**config.mk**
```make
export PLATFORM = sky130hd
export DESIGN_NAME = morse_symbol_sequencer_flat
export DESIGN_NICKNAME = d
export VERILOG_FILES = /design/src/rtl/morse_symbol_sequencer_if.sv /design/src/rtl/morse_symbol_sequencer.sv /design/src/flat_wrapper.sv
export SDC_FILE = /design/constraint.sdc
export NUM_CORES = 1
export LEC_CHECK = 0
export CORE_ASPECT_RATIO = 0.6
export CORE_UTILIZATION = 50
export DETAILED_ROUTE_END_ITERATION = 12
export GPL_TIMING_DRIVEN = 0
export PLACE_DENSITY = 0.68
export SLEW_MARGIN = 30
export SYNTH_ARGS = -nofsm -noshare
export SYNTH_HDL_FRONTEND = slang
export SYNTH_SLANG_ARGS = --single-unit
```
**constraint.sdc**
```tcl
create_clock -name clk -period 4.15 [get_ports clk]
set_input_delay 0.83 -clock clk [delete_from_list [all_inputs] [get_ports clk]]
set_output_delay 0.83 -clock clk [all_outputs]
set_load 0.1 [all_outputs]
```
**src/rtl/morse_symbol_sequencer_if.sv**
```systemverilog
// Key-to-decoder bus of the Morse symbol sequencer.
// master: sequencer side (samples key level and ready, drives symbols, valids, error).
// slave: environment side (drives key level and ready, observes the sequencer).
interface morse_symbol_sequencer_if #(
    parameter int MORSE_CHAR_WIDTH_MAX = 5,
    parameter int MORSE_SIZE_WIDTH_MAX = 3
);
    logic                            btn_i;         // debounced key level, 1 = pressed
    logic                            ready_i;       // decoder accepts char or space
    logic [MORSE_CHAR_WIDTH_MAX-1:0] char_o;        // dot = 0, dash = 1, first symbol in MSB
    logic [MORSE_SIZE_WIDTH_MAX-1:0] size_o;        // number of valid symbols
    logic                            char_valid_o;  // char_o/size_o valid, held until accepted
    logic                            space_valid_o; // word gap seen, held until accepted
    logic                            error_o;       // one-cycle pulse: illegal press or sixth symbol

    modport master (
        input  btn_i,
        input  ready_i,
        output char_o,
        output size_o,
        output char_valid_o,
        output space_valid_o,
        output error_o
    );

    modport slave (
        output btn_i,
        output ready_i,
        input  char_o,
        input  size_o,
        input  char_valid_o,
        input  space_valid_o,
        input  error_o
    );
endinterface

```
**src/rtl/morse_symbol_sequencer.sv**
```systemverilog
// Purpose: turns key press/release timing into packed Morse characters, word spaces and error pulses.
// Latency: char_valid_o rises CHAR_TICK_COUNT cycles after the first idle GAP cycle; space after WORD_TICK_COUNT.
// Backpressure: char/space held stable until ready_i; the idle counter keeps running while a char is stalled.
// Ports: clk, rst (sync, active-high); bus (master modport) carries btn_i, ready_i, char_o, size_o,
//        char_valid_o, space_valid_o, error_o.
module morse_symbol_sequencer #(
    parameter int DASH_TICK_COUNT           = 30_000_000,
    parameter int ILLEGAL_SYMBOL_TICK_COUNT = 100_000_000,
    parameter int CHAR_TICK_COUNT           = 175_000_000,
    parameter int WORD_TICK_COUNT           = 250_000_000,
    parameter int MORSE_CHAR_WIDTH_MAX      = 5,
    parameter int MORSE_SIZE_WIDTH_MAX      = 3
) (
    input  logic                    clk,
    input  logic                    rst,
    morse_symbol_sequencer_if.master bus
);
    localparam int CNT_W = $clog2(WORD_TICK_COUNT + 1);
    localparam int CW    = MORSE_CHAR_WIDTH_MAX;
    localparam int SW    = MORSE_SIZE_WIDTH_MAX;

    localparam logic [CNT_W-1:0] DASH_C = CNT_W'(DASH_TICK_COUNT);
    localparam logic [CNT_W-1:0] ILL_C  = CNT_W'(ILLEGAL_SYMBOL_TICK_COUNT);
    localparam logic [CNT_W-1:0] CHAR_C = CNT_W'(CHAR_TICK_COUNT);
    localparam logic [CNT_W-1:0] WORD_C = CNT_W'(WORD_TICK_COUNT);
    localparam logic [SW-1:0]    FULL_C = SW'(CW);

    localparam logic [2:0] IDLE      = 3'd0;
    localparam logic [2:0] PRESS     = 3'd1;
    localparam logic [2:0] GAP       = 3'd2;
    localparam logic [2:0] CHAR_OUT  = 3'd3;
    localparam logic [2:0] WORD_WAIT = 3'd4;
    localparam logic [2:0] SPACE_OUT = 3'd5;

    logic [2:0]       state;
    logic [CNT_W-1:0] press_cnt;
    logic [CNT_W-1:0] idle_cnt;
    logic [CNT_W-1:0] press_nxt;
    logic [CNT_W-1:0] idle_nxt;
    logic [CW-1:0]    sym_buf;
    logic [SW-1:0]    sym_cnt;
    logic             char_vld;
    logic             space_vld;
    logic             err;
    // A key already held when reset drops must be released once before it counts.
    logic             armed;

    // Both counters saturate rather than wrap.
    assign press_nxt = (press_cnt == ILL_C)  ? press_cnt : press_cnt + CNT_W'(1);
    assign idle_nxt  = (idle_cnt  == WORD_C) ? idle_cnt  : idle_cnt  + CNT_W'(1);

    always_ff @(posedge clk) begin
        if (rst) begin
            state     <= IDLE;
            press_cnt <= '0;
            idle_cnt  <= '0;
            sym_buf   <= '0;
            sym_cnt   <= '0;
            char_vld  <= 1'b0;
            space_vld <= 1'b0;
            err       <= 1'b0;
            armed     <= 1'b0;
        end else begin
            err <= 1'b0;
            if (!bus.btn_i) begin
                armed <= 1'b1;
            end
            case (state)
                IDLE: begin
                    // The sampling cycle is the first pressed cycle, so the count starts at 1.
                    if (bus.btn_i && armed) begin
                        press_cnt <= CNT_W'(1);
                        state     <= PRESS;
                    end
                end
                PRESS: begin
                    if (bus.btn_i) begin
                        press_cnt <= press_nxt;
                        // Fires only on the step into saturation, so one pulse per press.
                        if (press_cnt != ILL_C && press_nxt == ILL_C) begin
                            err     <= 1'b1;
                            sym_buf <= '0;
                            sym_cnt <= '0;
                        end
                    end else if (press_cnt == ILL_C) begin
                        state <= IDLE;
                    end else if (sym_cnt == FULL_C) begin
                        err     <= 1'b1;
                        sym_buf <= '0;
                        sym_cnt <= '0;
                        state   <= IDLE;
                    end else begin
                        for (int k = 0; k < CW; k++) begin
                            if (sym_cnt == SW'(k)) begin
                                sym_buf[CW-1-k] <= (press_cnt >= DASH_C);
                            end
                        end
                        sym_cnt  <= sym_cnt + SW'(1);
                        idle_cnt <= '0;
                        state    <= GAP;
                    end
                end
                GAP: begin
                    if (bus.btn_i) begin
                        press_cnt <= CNT_W'(1);
                        state     <= PRESS;
                    end else begin
                        idle_cnt <= idle_nxt;
                        if (idle_nxt == CHAR_C) begin
                            char_vld <= 1'b1;
                            state    <= CHAR_OUT;
                        end
                    end
                end
                CHAR_OUT: begin
                    // Key ignored here; the word timer must keep running while stalled.
                    idle_cnt <= idle_nxt;
                    if (bus.ready_i) begin
                        char_vld <= 1'b0;
                        sym_buf  <= '0;
                        sym_cnt  <= '0;
                        state    <= WORD_WAIT;
                    end
                end
                WORD_WAIT: begin
                    if (bus.btn_i) begin
                        press_cnt <= CNT_W'(1);
                        state     <= PRESS;
                    end else begin
                        idle_cnt <= idle_nxt;
                        // Also true when already saturated after a late char handshake.
                        if (idle_nxt == WORD_C) begin
                            space_vld <= 1'b1;
                            state     <= SPACE_OUT;
                        end
                    end
                end
                SPACE_OUT: begin
                    if (bus.ready_i) begin
                        space_vld <= 1'b0;
                        state     <= IDLE;
                    end
                end
                default: state <= IDLE;
            endcase
        end
    end

    assign bus.char_o        = sym_buf;
    assign bus.size_o        = sym_cnt;
    assign bus.char_valid_o  = char_vld;
    assign bus.space_valid_o = space_vld;
    assign bus.error_o       = err;
endmodule

```
**src/flat_wrapper.sv**
```systemverilog
// flat-port wrapper written by rule: the top's interface ports become plain ports
module morse_symbol_sequencer_flat 
#(
    parameter int DASH_TICK_COUNT           = 30_000_000,
    parameter int ILLEGAL_SYMBOL_TICK_COUNT = 100_000_000,
    parameter int CHAR_TICK_COUNT           = 175_000_000,
    parameter int WORD_TICK_COUNT           = 250_000_000,
    parameter int MORSE_CHAR_WIDTH_MAX      = 5,
    parameter int MORSE_SIZE_WIDTH_MAX      = 3
)
  (clk, rst, bus_btn_i, bus_ready_i, bus_char_o, bus_size_o, bus_char_valid_o, bus_space_valid_o, bus_error_o);
  morse_symbol_sequencer_if #(.MORSE_CHAR_WIDTH_MAX(MORSE_CHAR_WIDTH_MAX), .MORSE_SIZE_WIDTH_MAX(MORSE_SIZE_WIDTH_MAX)) bus_i ();
  input  logic clk;
  input  logic rst;
  input wire logic [$bits(bus_i.btn_i)-1:0] bus_btn_i;
  input wire logic [$bits(bus_i.ready_i)-1:0] bus_ready_i;
  output wire logic [$bits(bus_i.char_o)-1:0] bus_char_o;
  output wire logic [$bits(bus_i.size_o)-1:0] bus_size_o;
  output wire logic [$bits(bus_i.char_valid_o)-1:0] bus_char_valid_o;
  output wire logic [$bits(bus_i.space_valid_o)-1:0] bus_space_valid_o;
  output wire logic [$bits(bus_i.error_o)-1:0] bus_error_o;
  assign bus_i.btn_i = bus_btn_i;
  assign bus_i.ready_i = bus_ready_i;
  assign bus_char_o = bus_i.char_o;
  assign bus_size_o = bus_i.size_o;
  assign bus_char_valid_o = bus_i.char_valid_o;
  assign bus_space_valid_o = bus_i.space_valid_o;
  assign bus_error_o = bus_i.error_o;
  morse_symbol_sequencer #(.DASH_TICK_COUNT(DASH_TICK_COUNT), .ILLEGAL_SYMBOL_TICK_COUNT(ILLEGAL_SYMBOL_TICK_COUNT), .CHAR_TICK_COUNT(CHAR_TICK_COUNT), .WORD_TICK_COUNT(WORD_TICK_COUNT), .MORSE_CHAR_WIDTH_MAX(MORSE_CHAR_WIDTH_MAX), .MORSE_SIZE_WIDTH_MAX(MORSE_SIZE_WIDTH_MAX)) u_core (.clk(clk), .rst(rst), .bus(bus_i));
endmodule
```
==> results.md, run 1 <==
- First-pass GRT wire length: 26800 um
- Top_reg_cell synth: dfxtp_1
- Synth Area per Inst: 7.32 um^2
- R2R Path End: u_core.bus.size_o[0]
- CP delay by family, top: simple AND/OR/NAND/NOR gates
- CTS clk-pin slew, worst paths: 0.06 ns
- Fin Setup TNS: 0 ns
- Final non-filler cell total: 829
- Drt total wl: 16800 um
- RSZ-0062 raised after global routing: no
- Nets: 702
- Post-CTS setup buffers: 0
- Min-Delay Path Depth: 2
- Max FO, Critical Path: 9
- Cts hold-fix bufs: 0
- ANT cells: 0
- Least-Margin Pin Slew: 0.977 ns
- Most used cell, CP: buf_2
- Proportion of layout cells with a drive suffix above 1: 0.0544
- Placed Instance Area: 5200 um^2
- Synthesis Warnings: 0
- Max-slew headroom: 0.340
- Cell count after synthesis: 671
- EDFF count, synth: 0
- Arrival @ worst endpoint: 3.95 ns
- Die outline height: 78.8 um
- Via count: 5661
- Min-delay src: u_core.bus.char_o[1]
- Htree depth: 3
- Routed wire per std cell: 20.3 um
- DRT antenna net count: 0
- Gr ovfl total: 0
- PD cells: 347 nW/um^2
- Setup violators final: 0
- Layout area overhead: 12.1%
- First-pass DRT Iterations: 6
- All-Layer GR Usage: 0.346
- DRC: 0
- Number of library cell types mapped by synthesis: 63
- Buffer depth of the longest clock path: 2
- Final Hold Viols: 0
- Crit-path slowest cell: or4_1
- Kind of end point of the critical path: register
- Max-slew violations: 0
- CTS tree: yes
- R2r setup slk: 0.45 ns
- Worst setup SP type: register
- Post-Syn Nets: 679
- Worst-Skew Late Latency: 0.34 ns
- Buf/Inv on CP: 2
- Cell leakage power: 1.63 nW
- Die Wd: 130 um
- Antenna violations before repair: 0
- Hold Path Class: register to register
- F_max: 270 MHz
- Boundary pin count: 15
- Core ar.: 9360 um^2
- Placed Cells incl. Taps: 813
- Max cap viols: 0
- Initial Utilization: 0.525
- CP cell instances: buf_2 -> nand4_1 -> or4_1 -> buf_2 -> nor3_1 -> mux2_2 -> a2111oi_2 -> a31oi_4 -> or3_1 -> a21oi_1
- Post-route cell area: 5510 um^2
- Hold EP: u_core.bus.char_o[1]
- R2R cell count: 10
- Slowest cell delay on critical path: 0.60 ns
- Worst EP required: 4.41 ns
- Layout Skew: 0.00734 ns
- Reg2reg start: u_core.press_cnt[2]
- Vias per cell: 6.83
- Post-route minimum period: 3.70 ns
- Detailed placement HPWL: 12100 um
- Power Total: 1.91 mW
- Outcome: finished, final reports clean
- Seq cells post-synth: 71
- Clock root buffer: clkbuf_16
- Asr flop ratio synth: 0
- Post_cts resized: 0
- # rows: 27
- Routability Congestion: 0.990
- DRT iter0 DRCs: 837
- Post-layout util: 0.588
- Clock sink count: 71
- Port-buffer cells: 12
- Pin count of the biggest net entering global routing: 13
- Total CTS buffers: 9
- Die footprint: 10200 um^2
- Vias in the first global route: 4871
- Syn Std Cell Area: 4910 um^2
- Final Cycle Share: 0.891
- Register area share after synthesis: 0.289
- Setup CP Type: register to register
- Maximum VDD drop: 0.000238 V
## registers in the layout, indices dropped and copies added, names as in the netlist
signal                    count
u_core.state                  3
u_core.bus.error_o            1
u_core.press_cnt             28
u_core.bus.size_o             3
u_core.armed                  1
u_core.bus.char_valid_o       1
u_core.bus.char_o             5
u_core.idle_cnt              28
u_core.bus.space_valid_o      1
## how the worst max path moves through the flow
| stage | startpoint | to | slack [ns] | cells after the start |
|---|---|---|---|---|
| after global placement | u_core.press_cnt[2] | u_core.bus.size_o[0] | 0.56 | 10 |
| after detailed placement | u_core.press_cnt[2] | u_core.bus.size_o[0] | 0.54 | 10 |
| after global routing | u_core.press_cnt[2] | u_core.bus.size_o[0] | 0.32 | 10 |
| after floorplan | u_core.press_cnt[2] | u_core.bus.size_o[0] | 0.99 | 10 |
| final | u_core.press_cnt[2] | u_core.bus.size_o[0] | 0.45 | 10 |
| after CTS | u_core.press_cnt[2] | u_core.bus.size_o[0] | 0.51 | 10 |
## area by class of cell
type	count	area, um^2
fill	864	3850
inverter	18	67.6
multi-input combinational	524	3210
clock inverter	6	60.1
sequential	71	1420
tap	130	163
timing repair buffer	12	120
buffer	58	224
clock buffer	10	239
## where the power goes
part | switching, mW | leakage, nW | internal, mW
registers | 0.0162 | 0.573 | 0.694
logic | 0.317 | 0.913 | 0.100
clock network | 0.304 | 0.144 | 0.478
## worst reg2reg max path: stages (launching register included)
cell and delay (ns):
dfxtp_1 0.30, buf_2 0.18, nand4_1 0.33, or4_1 0.60
buf_2 0.18, nor3_1 0.29, mux2_2 0.40, a2111oi_2 0.52
a31oi_4 0.27, or3_1 0.41, a21oi_1 0.13
## cell usage in the layout, fill, tap and decap left out, types with 10 or more instances in the layout
master           Yosys  layout
a21oi_1             51      51
a311oi_1            23      23
a31oi_1             20      20
and3_1              12      12
and4_1              10      10
clkbuf_1            51      51
clkdlybuf4s50_1      0      12
dfxtp_1             71      71
inv_1               17      17
nand2_1             68      68
nand3_1             26      26
nand4_1             25      25
nor2_1              59      59
nor3_1              29      29
nor4_1              14      12
o21ai_0             44      44
xnor2_1             10      10
xor2_1              11      11
## metrics by stage
| stage | setup WS, ns | hold WS [ns] |
|---|---|---|
| CTS | 0.514 | 0.463 |
| global placement | 0.563 | 0.451 |
| floorplan | 0.994 | 0.448 |
| finish | 0.453 | 0.455 |
| detailed placement | 0.536 | 0.447 |
| global route | 0.319 | 0.479 |
## cells by family (layout without fill, tap and decap cells)
logic type	after synthesis	after routing	synth area share
and+or+nand+nor	298	298	0.329
AOI/OAI and AO/OA	194	194	0.260
buffers and inverters	76	104	0.0594
DFF	71	71	0.289
xor gates and xnor gates	21	21	0.0375
muxes	7	7	0.0148
adders and majority gates	4	4	0.0102
## per-layer routing
metal	vias up	track usage	wire (um)	share of wire
met5	-	0	0	0
met4	0	0.0930	311	0.018
met3	38	0.132	2630	0.16
met2	416	0.412	5940	0.35
met1	2617	0.545	7960	0.47
li1	2590	-	-	-
## cell usage after synthesis (3+ instances only)
cell type | count | share of area
nand4_1 | 25 | 0.032
a311oi_1 | 23 | 0.041
a21boi_0 | 4 | 0.0061
clkbuf_1 | 51 | 0.039
a22oi_1 | 4 | 0.0061
buf_2 | 5 | 0.0051
inv_1 | 17 | 0.013
mux2i_1 | 5 | 0.010
o21ai_0 | 44 | 0.045
dfxtp_1 | 71 | 0.29
xor2_1 | 11 | 0.020
nor4_1 | 14 | 0.018
nand2b_1 | 4 | 0.0051
a211oi_1 | 8 | 0.012
and2_1 | 5 | 0.0064
nand2_1 | 68 | 0.052
o21a_1 | 4 | 0.0061
nor3b_1 | 3 | 0.0046
ha_1 | 4 | 0.010
a21oi_1 | 51 | 0.052
nor3_1 | 29 | 0.030
or4_1 | 7 | 0.011
nand4b_1 | 7 | 0.012
and4_1 | 10 | 0.018
nor4b_1 | 4 | 0.0071
a31oi_1 | 20 | 0.025
nand3_1 | 26 | 0.026
nor2_1 | 59 | 0.045
o31ai_1 | 5 | 0.0076
xnor2_1 | 10 | 0.018
a31o_2 | 4 | 0.0071
o211ai_1 | 3 | 0.0046
nand3b_1 | 4 | 0.0061
and3_1 | 12 | 0.015
or3_1 | 9 | 0.011
No activity file was read; power rests on OpenSTA's default activity.
==> run 2: changes to the inputs <==
SETUP_SLACK_MARGIN = 0.02   (was not set)
SLEW_MARGIN = not set   (was 30)
==> run 2 against run 1 <==
Net effect:
- worst setup slack improved by 0.010 ns
- largest cell class unchanged
- hold slack about the same
- highest routed layer unchanged
- flip-flop and latch count is the same
- routed wire length increased by 0.81%
- sequential power barely moved
- global-route usage about the same
- clock skew grew 0.00094 ns
==> results.md, run 2 (same netlist as run 1, synthesis figures left out) <==
- Outcome: finished, final reports clean
- Pin count of the biggest net entering global routing: 13 (unchanged)
- Hold Path Class: register to register
- First-pass DRT Iterations: 7 (+1)
- ANT cells: 0 (unchanged)
- Antenna violations before repair: 0 (unchanged)
- Port-buffer cells: 12 (unchanged)
- Layout Skew: 0.00828 ns (+0.000937 ns)
- First-pass GRT wire length: 26900 um (+0.10%)
- Cts hold-fix bufs: 0 (unchanged)
- Post-CTS setup buffers: 0 (unchanged)
- Post_cts resized: 0 (unchanged)
- Arrival @ worst endpoint: 3.94 ns (about the same)
- Vias in the first global route: 4916 (+0.92%)
- Routability Congestion: 0.990 (unchanged)
- Die Wd: 130 um (unchanged)
- Most common cell after layout, fill and taps aside: dfxtp_1
- Initial Utilization: 0.525 (unchanged)
- Max FO, Critical Path: 9 (unchanged)
- Clock root buffer: clkbuf_16
- Final Cycle Share: 0.888 (-0.00251)
- Gr ovfl total: 0 (unchanged)
- DRC: 0 (unchanged)
- Maximum VDD drop: 0.000267 V (+12%)
- Nets: 702 (unchanged)
- Routed wire per std cell: 20.5 um (+0.81%)
- Total CTS buffers: 9 (unchanged)
- Least-Margin Pin Slew: 1.05 ns (+0.0694 ns)
- Boundary pin count: 15 (unchanged)
- Worst EP required: 4.41 ns (about the same)
- Post-layout util: 0.591 (+0.00294)
- Kind of end point of the critical path: register
- Post-route worst setup slack: 0.463 ns (+0.0104 ns)
- Buffer depth of the longest clock path: 2 (unchanged)
- Post-route minimum period: 3.69 ns (-0.0104 ns)
- Max cap viols: 0 (unchanged)
- Final-layout fill cell count: 854 (-1.2%)
- # rows: 27 (unchanged)
- All-Layer GR Usage: 0.346 (about the same)
- Max-slew violations: 0 (unchanged)
- Vias per cell: 6.86 (+0.48%)
- RSZ-0062 raised after global routing: no
- Setup violators final: 0 (unchanged)
- Die footprint: 10200 um^2 (unchanged)
- Htree depth: 3 (unchanged)
- Worst-Skew Late Latency: 0.34 ns (about the same)
- DRT antenna net count: 0 (unchanged)
- F_max: 271 MHz (+0.28%)
- Core ar.: 9360 um^2 (unchanged)
- Clock sink count: 71 (unchanged)
- Proportion of layout cells with a drive suffix above 1: 0.0529 (-0.00143)
- Worst slack at placement: 0.536 ns (+0.000132 ns)
- Most frequent cells in the layout: dfxtp_1, nand2_1, nor2_1, clkbuf_1, a21oi_1
- Final Hold Viols: 0 (unchanged)
- Max-slew headroom: 0.296 (-0.0442)
- Die outline height: 78.8 um (unchanged)
- Setup CP Type: register to register
- Worst setup SP type: register
- Via count: 5688 (+0.48%)
- Detailed placement HPWL: 12100 um (+0.22%)
- PD cells: 360 nW/um^2 (+3.8%)
- Layout area overhead: 12.7%
- Drt total wl: 17000 um (+0.81%)
- DRT iter0 DRCs: 801 (-4.3%)
- Fin Setup TNS: 0 ns (unchanged)
- Cell leakage power: 1.64 nW (+0.83%)
- CTS tree: yes
- CTS clk-pin slew, worst paths: 0.06 ns (about the same)
==> run 2: cell types whose count changed in the layout (fill, tap and decap cells not counted) <==
cell	delta
bufinv_16	+1
nor4_1	+1
clkbuf_8	+1
nor4_2	-1
clkinv_2	-2
==> run 2: layout make-up <==
| class | instances | area, um^2 | share of cell area |
|---|---|---|---|
| clock inverter | 5 | 80.1 | 0.0145 |
| sequential | 71 | 1420 | 0.257 |
| clock buffer | 11 | 253 | 0.0457 |
| timing repair buffer | 12 | 120 | 0.0217 |
| inverter | 18 | 67.6 | 0.0122 |
| buffer | 58 | 224 | 0.0405 |
| multi-input combinational | 524 | 3200 | 0.579 |
| tap | 130 | 163 | 0.0294 |
==> run 2: power breakdown <==
| group | internal, mW | switching (mW) |
|---|---|---|
| Sequential | 0.694 | 0.0166 |
| Combinational | 0.100 | 0.317 |
| Clock | 0.558 | 0.307 |
| Total | 1.35 | 0.641 |
==> run 2: critical path, stage by stage (launching register included) <==
cell and delay [ns]:
dfxtp_1 0.30, buf_2 0.17, nand4_1 0.32, or4_1 0.59
buf_2 0.18, nor3_1 0.30, mux2_2 0.41, a2111oi_2 0.53
a31oi_4 0.27, or3_1 0.40, a21oi_1 0.13
==> run 2: layer usage <==
metal | track usage | up-vias | wire [um]
li1 | - | 2583 | -
met1 | 0.535 | 2636 | 7870
met2 | 0.415 | 436 | 6090
met3 | 0.138 | 33 | 2740
met4 | 0.103 | 0 | 282
met5 | 0 | - | 0
==> run 2: final timing paths <==
check                                          start                   end  slack (ns)  cells after the start
worst max-delay path             u_core.press_cnt[2]  u_core.bus.size_o[0]        0.46                     10
worst min-delay path            u_core.bus.char_o[1]  u_core.bus.char_o[1]        0.46                      2
worst max register to register   u_core.press_cnt[2]  u_core.bus.size_o[0]        0.46                     10
worst min register to register  u_core.bus.char_o[1]  u_core.bus.char_o[1]        0.46                      2
==> run 2: metrics by stage <==
| step | area [um^2] | power (mW) | hold slack, ns | instances |
|---|---|---|---|---|
| 6_report | 5530 | 1.99 | 0.455 | 829 |
| 5_1_grt | 5530 | 2.07 | 0.480 | 829 |
| 4_1_cts | 5530 | 1.97 | 0.463 | 829 |
| 3_5_place_dp | 5190 | 1.12 | 0.447 | 813 |
| 3_3_place_gp | 5190 | 1.11 | 0.451 | 813 |
| 2_1_floorplan | 4910 | 0.985 | 0.448 | 671 |
